===== src/rtl/acumulador_notas.sv =====
// acumulador_notas
// Collects one grade (0..10, values above 10 saturate to 10) per round over
// N_RODADAS rounds, keeps the running total and then computes the floor
// average by repeated subtraction, one subtraction per clock.
//
// Optional feature macro: ACUMULADOR_MINMAX_EN
//   defined   -> nota_max / nota_min track the extremes of the accepted
//                (saturated) grades of the current game.
//   undefined -> tracking logic is absent, nota_max / nota_min read 0.
//
// Handshake: iniciar is a one-cycle start/restart request, honoured in
// OCIOSO, COLETA and PRONTO and ignored in DIVIDE. nota is consumed on every
// edge where nota_valida=1 and the block is in COLETA without a coincident
// iniciar; there is no back-pressure, so a grade offered in any other state
// is simply dropped. pronto=1 marks total/media as a valid result; it stays
// high until the next iniciar.
//
// The FSM state is kept in the named signal estado_q (type estado_t) so
// checkers can bind to it directly.

module acumulador_notas #(
  parameter int N_RODADAS = 8
) (
  input  logic       clock,
  input  logic       reset_n,
  input  logic       iniciar,
  input  logic       nota_valida,
  input  logic [3:0] nota,
  output logic [7:0] total,
  output logic [3:0] media,
  output logic [3:0] rodada,
  output logic       ocupado,
  output logic       pronto,
  output logic [3:0] nota_max,
  output logic [3:0] nota_min
);

  typedef enum logic [1:0] {
    OCIOSO = 2'd0,
    COLETA = 2'd1,
    DIVIDE = 2'd2,
    PRONTO = 2'd3
  } estado_t;

  // Divisor in the widths of the counters it is compared with.
  localparam logic [3:0] N_RODADAS_4 = 4'(N_RODADAS);
  localparam logic [7:0] N_RODADAS_8 = 8'(N_RODADAS);
  localparam logic [3:0] NOTA_TETO   = 4'd10;

  estado_t    estado_q, estado_d;
  logic [7:0] total_q,  total_d;
  logic [3:0] media_q,  media_d;
  logic [3:0] rodada_q, rodada_d;
  logic [3:0] quoc_q,   quoc_d;
  logic [7:0] resto_q,  resto_d;

  logic [3:0] nota_sat;
  logic       aceita;
  logic       limpa;
  logic       ultima;
  logic [7:0] total_novo;

  // Grade saturation and acceptance/restart qualifiers.
  always_comb begin
    nota_sat   = (nota > NOTA_TETO) ? NOTA_TETO : nota;
    limpa      = iniciar && (estado_q != DIVIDE);
    aceita     = nota_valida && (estado_q == COLETA) && !iniciar;
    ultima     = (rodada_q == (N_RODADAS_4 - 4'd1));
    total_novo = total_q + {4'b0000, nota_sat};
  end

  // Next-state and datapath update for collection and division.
  always_comb begin
    estado_d = estado_q;
    total_d  = total_q;
    media_d  = media_q;
    rodada_d = rodada_q;
    quoc_d   = quoc_q;
    resto_d  = resto_q;

    unique case (estado_q)
      OCIOSO, PRONTO: begin
        if (limpa) begin
          estado_d = COLETA;
          total_d  = 8'd0;
          media_d  = 4'd0;
          rodada_d = 4'd0;
          quoc_d   = 4'd0;
          resto_d  = 8'd0;
        end
      end

      COLETA: begin
        if (limpa) begin
          // Restart wins over a grade offered in the same cycle.
          total_d  = 8'd0;
          media_d  = 4'd0;
          rodada_d = 4'd0;
          quoc_d   = 4'd0;
          resto_d  = 8'd0;
        end else if (aceita) begin
          total_d  = total_novo;
          rodada_d = rodada_q + 4'd1;
          if (ultima) begin
            estado_d = DIVIDE;
            resto_d  = total_novo;
            quoc_d   = 4'd0;
          end
        end
      end

      DIVIDE: begin
        if (resto_q >= N_RODADAS_8) begin
          resto_d = resto_q - N_RODADAS_8;
          quoc_d  = quoc_q + 4'd1;
        end else begin
          media_d  = quoc_q;
          estado_d = PRONTO;
        end
      end

      default: estado_d = OCIOSO;
    endcase
  end

  // State and datapath registers.
  always_ff @(posedge clock or negedge reset_n) begin
    if (!reset_n) begin
      estado_q <= OCIOSO;
      total_q  <= 8'd0;
      media_q  <= 4'd0;
      rodada_q <= 4'd0;
      quoc_q   <= 4'd0;
      resto_q  <= 8'd0;
    end else begin
      estado_q <= estado_d;
      total_q  <= total_d;
      media_q  <= media_d;
      rodada_q <= rodada_d;
      quoc_q   <= quoc_d;
      resto_q  <= resto_d;
    end
  end

`ifdef ACUMULADOR_MINMAX_EN
  logic [3:0] max_q, max_d;
  logic [3:0] min_q, min_d;

  // Extreme tracking of accepted grades, same timing as total.
  always_comb begin
    max_d = max_q;
    min_d = min_q;
    if (limpa) begin
      max_d = 4'd0;
      min_d = NOTA_TETO;
    end else if (aceita) begin
      if (nota_sat > max_q) max_d = nota_sat;
      if (nota_sat < min_q) min_d = nota_sat;
    end
  end

  // Extreme registers.
  always_ff @(posedge clock or negedge reset_n) begin
    if (!reset_n) begin
      max_q <= 4'd0;
      min_q <= 4'd0;
    end else begin
      max_q <= max_d;
      min_q <= min_d;
    end
  end

  assign nota_max = max_q;
  assign nota_min = min_q;
`else
  assign nota_max = 4'd0;
  assign nota_min = 4'd0;
`endif

  assign total   = total_q;
  assign media   = media_q;
  assign rodada  = rodada_q;
  assign ocupado = (estado_q == COLETA) || (estado_q == DIVIDE);
  assign pronto  = (estado_q == PRONTO);

endmodule


===== config.mk =====
export PLATFORM = sky130hd
export DESIGN_NAME = acumulador_notas
export DESIGN_NICKNAME = d
export VERILOG_FILES = /design/src/rtl/acumulador_notas.sv
export SDC_FILE = /design/constraint.sdc
export NUM_CORES = 1
export LEC_CHECK = 0
export ABC_CLOCK_PERIOD_IN_PS = 4700
export BUFFER_PORTS_ARGS = -buffer_cell sky130_fd_sc_hd__buf_2
export CORE_MARGIN = 10
export CORE_UTILIZATION = 55
export CTS_BUF_LIST = sky130_fd_sc_hd__clkbuf_16
export CTS_CLUSTER_DIAMETER = 200
export DETAILED_ROUTE_END_ITERATION = 8
export GPL_ROUTABILITY_DRIVEN = 1
export GPL_TIMING_DRIVEN = 0
export MAX_ROUTING_LAYER = met4
export PLACE_DENSITY = 0.89
export SYNTH_ARGS = -nofsm -noshare
export SYNTH_HDL_FRONTEND = slang
export SYNTH_SLANG_ARGS = --single-unit

===== constraint.sdc =====
create_clock -name clock -period 4.7 [get_ports clock]
set_input_delay 0.235 -clock clock [delete_from_list [all_inputs] [get_ports clock]]
set_output_delay 0.235 -clock clock [all_outputs]
set_load 0.02 [all_outputs]

-- Yosys cells after proc, flatten, opt, wreduce, memory -nomap -nowiden
Cells that the tools add are included.
- output and inout port bits: 26
- register bits after elaboration: 30
- mux-type cells: 27
- equality and inequality tests: 14
- reductions and logical operators: 13
- add/subtract/negate cells: 4
- $lt $le $gt $ge: 2
- operators with widths (cell ; count):
    8-bit two-way mux ; 7
    4-bit two-way mux ; 9
    8-bit one-hot mux with 3 select lines ; 1
    4-bit one-hot mux with 2 select lines ; 2
    8-bit one-hot mux with 2 select lines ; 1
    2-bit inequality test, second input constant ; 7
    4-bit one-hot mux with 3 select lines ; 1
    2-bit two-way mux ; 5
    4-bit by 1-bit adder with 4-bit output, second input constant ; 2
    8-bit by 4-bit adder with 8-bit output ; 1
    8-bit by 4-bit >= comparator with 1-bit output, second input constant ; 1
    8-bit by 4-bit subtractor with 8-bit output, second input constant ; 1
    3-bit inequality test, second input constant ; 2
    2-bit one-hot mux with 3 select lines ; 1
    5-bit AND reduction ; 1
    2-bit == test, second input constant ; 2
    4-bit by 3-bit == test with 1-bit output, second input constant ; 1
    4-bit > comparator, second input constant ; 1
    4-bit AND reduction ; 1
    1-bit logical AND ; 3
    3-bit AND reduction ; 1
    3-bit OR reduction ; 1
    2-bit by 1-bit == test with 1-bit output, second input constant ; 1
    2-bit zero test ; 1
    6 further kinds ; 6

-- Longest topological paths before layout
Gate-level depths: netlist of run 1.
- depth after elaboration: 7
- gate-level depth with buffers: 10
- depth with buffers taken out: 9

-- Worst setup path after synthesis of run 1
OpenSTA, ideal clock, no wires.
- path kind: register -> register
- start: register estado_q[0]
- end: register resto_q[5]
- data required time: 4576 ps
- data arrival time: 2035 ps
- slack: 2541 ps
- stages on the path, launching flop included: 9
- period minus slack after synthesis: 2159 ps
- cell sequence: dfrtp_1 > inv_1 > ha_1 > buf_6 > or3b_1 > o211a_1 > buf_2 > o21bai_1 > a211o_1
- word-level cells in the longest chain between the ends: 5
- elaborated cells between the ends (all ways): 16
- those cells by class: eq/ne: 8; mux: 2; reduce/logical: 6
- RTL lines (element ; line ; text):
    start, declared ; 50 ; estado_t estado_q, estado_d;
    start signal, assigned ; 136 ; estado_q <= estado_d;
    2-bit by 1-bit == test with 1-bit output ; 67, 81 ;
    1-bit logical AND (2 in a row) ; 67 ; aceita = nota_valida && (estado_q == COLETA) && !iniciar;
    3-bit inequality test (no line) ; n/a ;
    4-bit AND reduction (no line) ; n/a ;
    end signal, assigned ; 141 ; resto_q <= resto_d;
    end, declared ; 55 ; logic [7:0] resto_q, resto_d;
Several ways; a longest one is shown, not always the timed one.
A chain may end at the register's enable or synchronous reset.

-- Worst setup path in the final report of run 1
- start: register estado_q[0]
- end: register total_q[1], in the netlist total[1]
- word-level cells in the longest chain between the ends: 5
- elaborated cells between the ends (all ways): 14
- those cells by class: eq/ne: 5; mux: 2; reduce/logical: 7
- RTL lines (element ; line ; text):
    2-bit by 1-bit == test with 1-bit output ; 67, 81 ;
    1-bit logical AND (2 in a row) ; 67 ;
    3-bit inequality test (no line) ; n/a ;
    3-bit AND reduction (no line) ; n/a ;
    end signal, assigned ; 137 ; total_q <= total_d;
    end, declared ; 51 ; logic [7:0] total_q, total_d;
Several ways; a longest one is shown, not always the timed one.

==> results of run 1 <==
## worst max-delay path by stage
stage / startpoint / to / cells after the start
after floorplan: estado_q[0] / resto_q[5] / 8
after global placement: estado_q[0] / resto_q[5] / 8
after detailed placement: estado_q[0] / total[4] / 9
after CTS: estado_q[0] / total[1] / 9
after global routing: estado_q[0] / total[4] / 9
final: estado_q[0] / total[1] / 9
## what timing repair did
item                                    4_1_cts  5_1_grt
hold endpoints to repair                     27        0
hold buffers                                  1        0
gates resized for setup                       0        0
endpoints found under the setup margin        0        0
## sequential cells by signal, indices dropped and copies added (netlist names)
name and flops:
rodada 4, resto_q 5, total 8, estado_q 2, quoc_q 4, media 4
## per-layer routing
| metal | vias up | track usage, % |
|---|---|---|
| met1 | 688 | 15.72 |
| li1 | 732 | - |
| met3 | 4 | 2.712 |
| met2 | 44 | 23.13 |
| met5 | - | - |
| met4 | 0 | 4.833 |
## where the power goes
part / switching (mW) / internal [mW]
Combinational: 0.391 / 0.248
Sequential: 0.0524 / 0.279
Clock: 0.0757 / 0.114
## placed cells by master, fill, tap and decap left out, types with 3 or more instances in the layout
master,count
sky130_fd_sc_hd__a21oi_1,6
sky130_fd_sc_hd__a22o_1,8
sky130_fd_sc_hd__and2_1,4
sky130_fd_sc_hd__buf_2,27
sky130_fd_sc_hd__buf_4,8
sky130_fd_sc_hd__clkbuf_1,3
sky130_fd_sc_hd__clkbuf_16,3
sky130_fd_sc_hd__conb_1,8
sky130_fd_sc_hd__dfrtp_1,27
sky130_fd_sc_hd__ha_1,12
sky130_fd_sc_hd__inv_1,10
sky130_fd_sc_hd__nand2_1,18
sky130_fd_sc_hd__nand3_1,4
sky130_fd_sc_hd__nor2_1,9
sky130_fd_sc_hd__nor2b_1,3
sky130_fd_sc_hd__nor3b_1,3
sky130_fd_sc_hd__o21ai_0,16
sky130_fd_sc_hd__o22ai_1,4
sky130_fd_sc_hd__xnor2_1,5
sky130_fd_sc_hd__xor2_1,3
## area by class of cell
cell class / count / area, um^2
tap: 44 / 55.05
clock inverter: 1 / 3.754
buffer: 14 / 92.59
inverter: 9 / 33.78
clock buffer: 3 / 75.07
sequential: 27 / 675.6
multi-input combinational: 143 / 980.9
timing repair buffer: 26 / 135.1
fill: 258 / 1001
## critical path: stages (launching register included)
cell and delay (ns):
sky130_fd_sc_hd__dfrtp_1 0.40, sky130_fd_sc_hd__inv_1 0.10, sky130_fd_sc_hd__ha_1 0.31, sky130_fd_sc_hd__buf_6 0.14
sky130_fd_sc_hd__or2_2 0.30, sky130_fd_sc_hd__and2_1 0.18, sky130_fd_sc_hd__nor2_1 0.38, sky130_fd_sc_hd__buf_2 0.30
sky130_fd_sc_hd__nand2_1 0.08, sky130_fd_sc_hd__o21ai_0 0.08
## logic make-up after synthesis
logic type                 Yosys count  synth area share [%]
DFF                                 27                 38.46
and+or+nand+nor                     58                 18.38
buffers and inverters               23                 7.194
xor gates and xnor gates             8                 3.989
muxes                                3                 1.781
adders and majority gates           13                 9.686
AOI/OAI and AO/OA                   53                 20.30
other                                1                0.2135
==> results.rst, run 1 <==
.. list-table::
   :header-rows: 1

   * - Metric
     - Value
   * - Type of element capturing the critical path
     - register
   * - Count of flip-flops with a built-in enable after synthesis
     - 0
   * - Final routed wirelength across all metal layers
     - about 3.9 mm
   * - Number of max-cap violations
     - 0
   * - Worst-case clock buffer depth
     - 2
   * - Highest net fanout along the worst path
     - 10
   * - Util after Layout
     - about 67%
   * - TritonCTS clock tree
     - yes
   * - Post-DP Area
     - 1963 um^2
   * - WP data arrival
     - 2.52 ns
   * - Worst Hold Path EP
     - resto_q[3]
   * - Met2 wire length
     - a little under 2 mm
   * - Largest area contributor in the netlist
     - sky130_fd_sc_hd__dfrtp_1
   * - I/O pin count
     - 34
   * - Post-synth top area share
     - between 30 and 40%
   * - Die width
     - ~77 um
   * - Area of the core
     - roughly 3100 um^2
   * - Post-layout power
     - 1.160 mW
   * - Final critical delay including setup and external delays
     - ~2.4 ns
   * - Vias in the first global route
     - 1475
   * - Number of setup violations in the final report
     - 0
   * - Area Overhead vs Synth
     - 16.81%
   * - Worst-case setup margin in the final layout
     - roughly 2.3 ns
   * - Setup repair after global routing missed its margin
     - false
   * - Pin count of the biggest net entering global routing
     - 28
   * - List of most frequent post-synthesis cells
     - sky130_fd_sc_hd__dfrtp_1 (27), sky130_fd_sc_hd__nand2_1 (18), sky130_fd_sc_hd__o21ai_0 (16), sky130_fd_sc_hd__ha_1 (12)
   * - Register clock-pin slew on the reported worst setup and hold paths
     - approximately 0.06 ns
   * - Count of H-tree levels built during CTS
     - 1
   * - GRT Total Usage
     - approximately 14%
   * - Cell types with the largest area share after synthesis
     - sky130_fd_sc_hd__dfrtp_1 (38%), sky130_fd_sc_hd__ha_1 (8.5%), sky130_fd_sc_hd__o21ai_0 (4.6%)
   * - Terminus of the critical flop-to-flop path
     - total[1]
   * - Die Area
     - 5855 um^2
   * - Startpoint of the worst hold path
     - iniciar
   * - Peak supply drop
     - about 300 uV
   * - Data required time at the worst endpoint
     - 4.87 ns
   * - Final instance count without filler cells
     - between 200 and 300
   * - Power density of the placed cells
     - around 570 nW/um^2
   * - Num CTS Buffers
     - 3
   * - # rows
     - 20
   * - Slew at the pin closest to its max-slew limit
     - around 0.58 ns
   * - Met1 routed wirelength after detailed routing
     - approximately 1.6 mm
   * - Slack of the worst reg-to-reg path
     - 2.35 ns
   * - Setup TNS
     - 0 ns
   * - Post-Route Skew
     - approximately 0.005 ns
   * - Status
     - completed
   * - HPWL Detailed
     - roughly 3 mm
   * - Sequential area share after synthesis
     - between 30% and 40%
   * - Met3 WL post-DR
     - around 210 um
   * - Synth warnings
     - 0
   * - Number of instances in the synthesized netlist
     - approximately 190
   * - Critical path type
     - register to register
   * - Worst Hold Slack
     - around 0.43 ns
   * - Clock sink count
     - 27
   * - Per-cell via count in the routed design
     - roughly 5.5
   * - Initial antenna violation count
     - 0
   * - Global placer's final weighted congestion
     - between 0.8 and 0.9
   * - Cell with the most instances after synthesis
     - sky130_fd_sc_hd__dfrtp_1
   * - First-pass GRT wire length
     - approximately 6.7 mm
   * - Classification of the worst-slack hold path
     - input pin to register
   * - Max-Slew Margin vs Limit
     - about three fifths
   * - Synthesized area per cell
     - around 9.4 um^2
   * - Post-route cell area
     - approximately 2000 um^2
   * - Routed length per instance
     - between 10 and 15 um
   * - Number of nets with antenna violations after detailed routing
     - 0
   * - Highest attainable clock frequency
     - about 430 MHz
   * - Flip-flop and latch count after synthesis
     - 27
   * - Pre-CTS setup slack
     - roughly 2.4 ns
   * - Latest clock arrival within the worst-skew pair
     - about 0.26 ns
   * - Number of search-and-repair iterations in the first detailed-routing pass
     - 4
   * - Number of hold-slack violations in the final timing report
     - 0
   * - Starting density of the core
     - between 50% and 60%
   * - Worst r2r src
     - estado_q[0]
   * - Net count of the finished layout
     - 245
   * - Share of final-layout standard cells stronger than drive strength 1
     - between 20% and 30%
   * - Worst Reg-to-Reg Cells
     - 9
   * - Detailed-route via count
     - approximately 1500
   * - Post-route clock period utilization
     - 50.04%
   * - Total grt overflow
     - 0
   * - Port Buffer Count
     - 25
   * - Count of placed standard cells including taps
     - around 260
   * - Cell chosen for the clock root
     - sky130_fd_sc_hd__clkbuf_16
   * - Starting DRC count in detailed routing
     - between 100 and 150
   * - Post-synth top flop
     - sky130_fd_sc_hd__dfrtp_1
   * - Postcts setup bufs
     - 0
   * - Cell area after synthesis
     - 1757 um^2
   * - Post-synth ARST share
     - 100.0%
   * - Max-slew violation count
     - 0
   * - Number of remaining DRC errors
     - 0
   * - Chip Height
     - approximately 77 um
   * - Number of stages on the worst hold path
     - 4
   * - Leakage power of the design
     - approximately 1.0 nW
   * - Antenna cells
     - 0
   * - Post-synthesis cell type count
     - between 50 and 60
   * - Highest Signal Layer
     - met4
   * - Crit path launch type
     - register
Power figures use the tool's default switching activity.
==> run 2, diff against run 1 <==
ABC_CLOCK_PERIOD_IN_PS = 1900   (was 4700)
CORE_UTILIZATION = 49   (was 55)
PLACE_DENSITY = 0.85   (was 0.89)
clock period = 1.9 ns   (was 4.7 ns; I/O delays follow)
==> results.rst, run 2 (synthesis results as in run 1) <==
.. list-table::
   :header-rows: 1

   * - Metric
     - Value
   * - Status
     - complete, but fails checks
   * - Violated checks
     - setup timing
   * - Classification of the worst-slack hold path
     - input pin to register
   * - Data required time at the worst endpoint
     - around 2.1 ns
   * - Starting density of the core
     - 51.83%
   * - Pre-CTS setup slack
     - -0.2398 ns
   * - GRT Total Usage
     - between 10% and 20%
   * - Highest attainable clock frequency
     - roughly 500 MHz
   * - Multi-input gate area in the final layout
     - ~1100 um^2
   * - HPWL Detailed
     - about 2.9 mm
   * - Count of H-tree levels built during CTS
     - 1
   * - Total grt overflow
     - 0
   * - Combined flip-flop and latch cell area
     - between 600 and 700 um^2
   * - Crit path launch type
     - register
   * - Highest net fanout along the worst path
     - 6
   * - Worst-case setup margin in the final layout
     - -0.09216 ns
   * - Cell chosen for the clock root
     - sky130_fd_sc_hd__clkbuf_16
   * - Routed length per instance
     - 15.89 um
   * - Die Area
     - 6380 um^2
   * - Per-cell via count in the routed design
     - 5.538
   * - Max-Slew Margin vs Limit
     - approximately 59%
   * - Filler instances
     - 227
   * - Detailed-route via count
     - 1584
   * - Type of element capturing the critical path
     - register
   * - I/O pin count
     - 34
   * - Die width
     - 79.88 um
   * - Initial antenna violation count
     - 0
   * - Slew at the pin closest to its max-slew limit
     - about 0.61 ns
   * - Critical-path cell with the highest stage delay
     - sky130_fd_sc_hd__dfrtp_2
   * - Vias in the first global route
     - roughly 1500
   * - Number of hold-slack violations in the final timing report
     - 0
   * - Number of remaining DRC errors
     - 0
   * - Peak supply drop
     - between 900 and 1000 uV
   * - Max-slew violation count
     - 0
   * - Latest clock arrival within the worst-skew pair
     - roughly 0.27 ns
   * - Share of final-layout standard cells stronger than drive strength 1
     - between 30% and 40%
   * - TritonCTS clock tree
     - yes
   * - Post-layout power
     - 3.576 mW
   * - # rows
     - 21
   * - Starting DRC count in detailed routing
     - about 140
   * - Number of setup violations in the final report
     - 4
   * - Setup repair after global routing missed its margin
     - true
   * - Area of the core
     - approximately 3400 um^2
   * - Critical path's largest stage delay
     - between 0.4 and 0.5 ns
   * - Area Overhead vs Synth
     - 31.27%
   * - Number of search-and-repair iterations in the first detailed-routing pass
     - 5
   * - Num CTS Buffers
     - 3
   * - Number of max-cap violations
     - 0
   * - Most frequent cells in the layout
     - sky130_fd_sc_hd__buf_2 (26), sky130_fd_sc_hd__buf_4 (25), sky130_fd_sc_hd__dfrtp_1 (25), sky130_fd_sc_hd__nand2_1 (18), sky130_fd_sc_hd__o21ai_0 (11)
   * - Register clock-pin slew on the reported worst setup and hold paths
     - around 0.07 ns
   * - Post-Route Skew
     - roughly 0.0034 ns
   * - Number of nets with antenna violations after detailed routing
     - 0
   * - Pin count of the biggest net entering global routing
     - 28
   * - Global placer's final weighted congestion
     - around 0.79
   * - Max FFs per register
     - 8
   * - Post-route clock period utilization
     - 104.9%
   * - Worst-case clock buffer depth
     - 2
   * - Port Buffer Count
     - 25
   * - First-pass GRT wire length
     - ~7.0 mm
   * - Slack of the worst reg-to-reg path
     - -0.09 ns
   * - Antenna cells
     - 0
   * - Clock sink count
     - 27
   * - Chip Height
     - 79.88 um
   * - Critical path type
     - register to register
   * - Util after Layout
     - slightly below 70%
   * - Leakage power of the design
     - roughly 1.1 nW
   * - WP data arrival
     - 2.14 ns
   * - Final routed wirelength across all metal layers
     - around 4.5 mm
   * - Power density of the placed cells
     - about 1600 nW/um^2
   * - Net count of the finished layout
     - 262
   * - Most common cell after layout, fill and taps aside
     - sky130_fd_sc_hd__buf_2
   * - Sequence of cells on the critical path
     - ha_4, or3b_4, o211a_1, buf_6, o21bai_1, a211o_1
   * - Final critical delay including setup and external delays
     - between 1.5 and 2 ns
run 2: per-stage QoR:
step,hold WS (ns),area [um^2],setup TNS [ns],std cells
6_report,0.2903,2306,-0.1656,286
5_1_grt,0.3235,2306,-0.4858,286
4_1_cts,0.3015,2198,-0.4022,280
3_5_place_dp,0.1461,1992,-2.287,264
3_3_place_gp,0.1376,1992,-1.726,264
2_1_floorplan,-0.2006,1809,-0.2715,193
run 2: final timing paths:
check,cells past startpoint,start,to
worst max-delay path,6,estado_q[1],resto_q[5]
worst min-delay path,4,iniciar,resto_q[3]
worst max register to register,6,estado_q[1],resto_q[5]
worst min register to register,1,media[0],media[0]
max in group asynchronous,2,reset_n,total[0]
min in group asynchronous,2,reset_n,quoc_q[0]
run 2: where the power goes:
| group | switching, mW | total (mW) | leakage (nW) | internal, mW |
|---|---|---|---|---|
| Clock | 0.202 | 0.484 | 0.0423 | 0.282 |
| Combinational | 1.22 | 2.27 | 0.714 | 1.05 |
| Sequential | 0.130 | 0.824 | 0.367 | 0.694 |
run 2: layer usage:
metal | vias up | routed length [um] | global-route usage [%]
met5 | - | 0 | -
met4 | 0 | 107 | 5.810
li1 | 757 | - | -
met1 | 750 | 1908 | 16.24
met3 | 10 | 263 | 2.477
met2 | 67 | 2266 | 22.57
run 2: area by class of cell:
cell class / count / share of cell area, %
Sequential cell: 27 / 29.41
Clock buffer: 3 / 3.256
Buffer: 13 / 4.449
Multi-Input combinational cell: 143 / 46.88
Inverter: 9 / 1.465
Tap cell: 46 / 2.496
Timing Repair Buffer: 44 / 11.88
Clock inverter: 1 / 0.1628
run 2: timing repair:
item                       4_1_cts  5_1_grt
hold endpoints to repair        27        0
hold buffers                     1        0
pin swaps                       10       11
gates resized for setup         14       19
setup endpoints to repair       18       20
setup buffers                   11        6
gates cloned                     1        0
run 2: worst max-delay path: cells and delay by family (launching register included):
family / cells / cell delay (ns)
buf+inv: 1 / 0.14
simple gates: 1 / 0.38
fa+ha+maj: 1 / 0.26
compound gates: 3 / 0.65
flops: 1 / 0.44
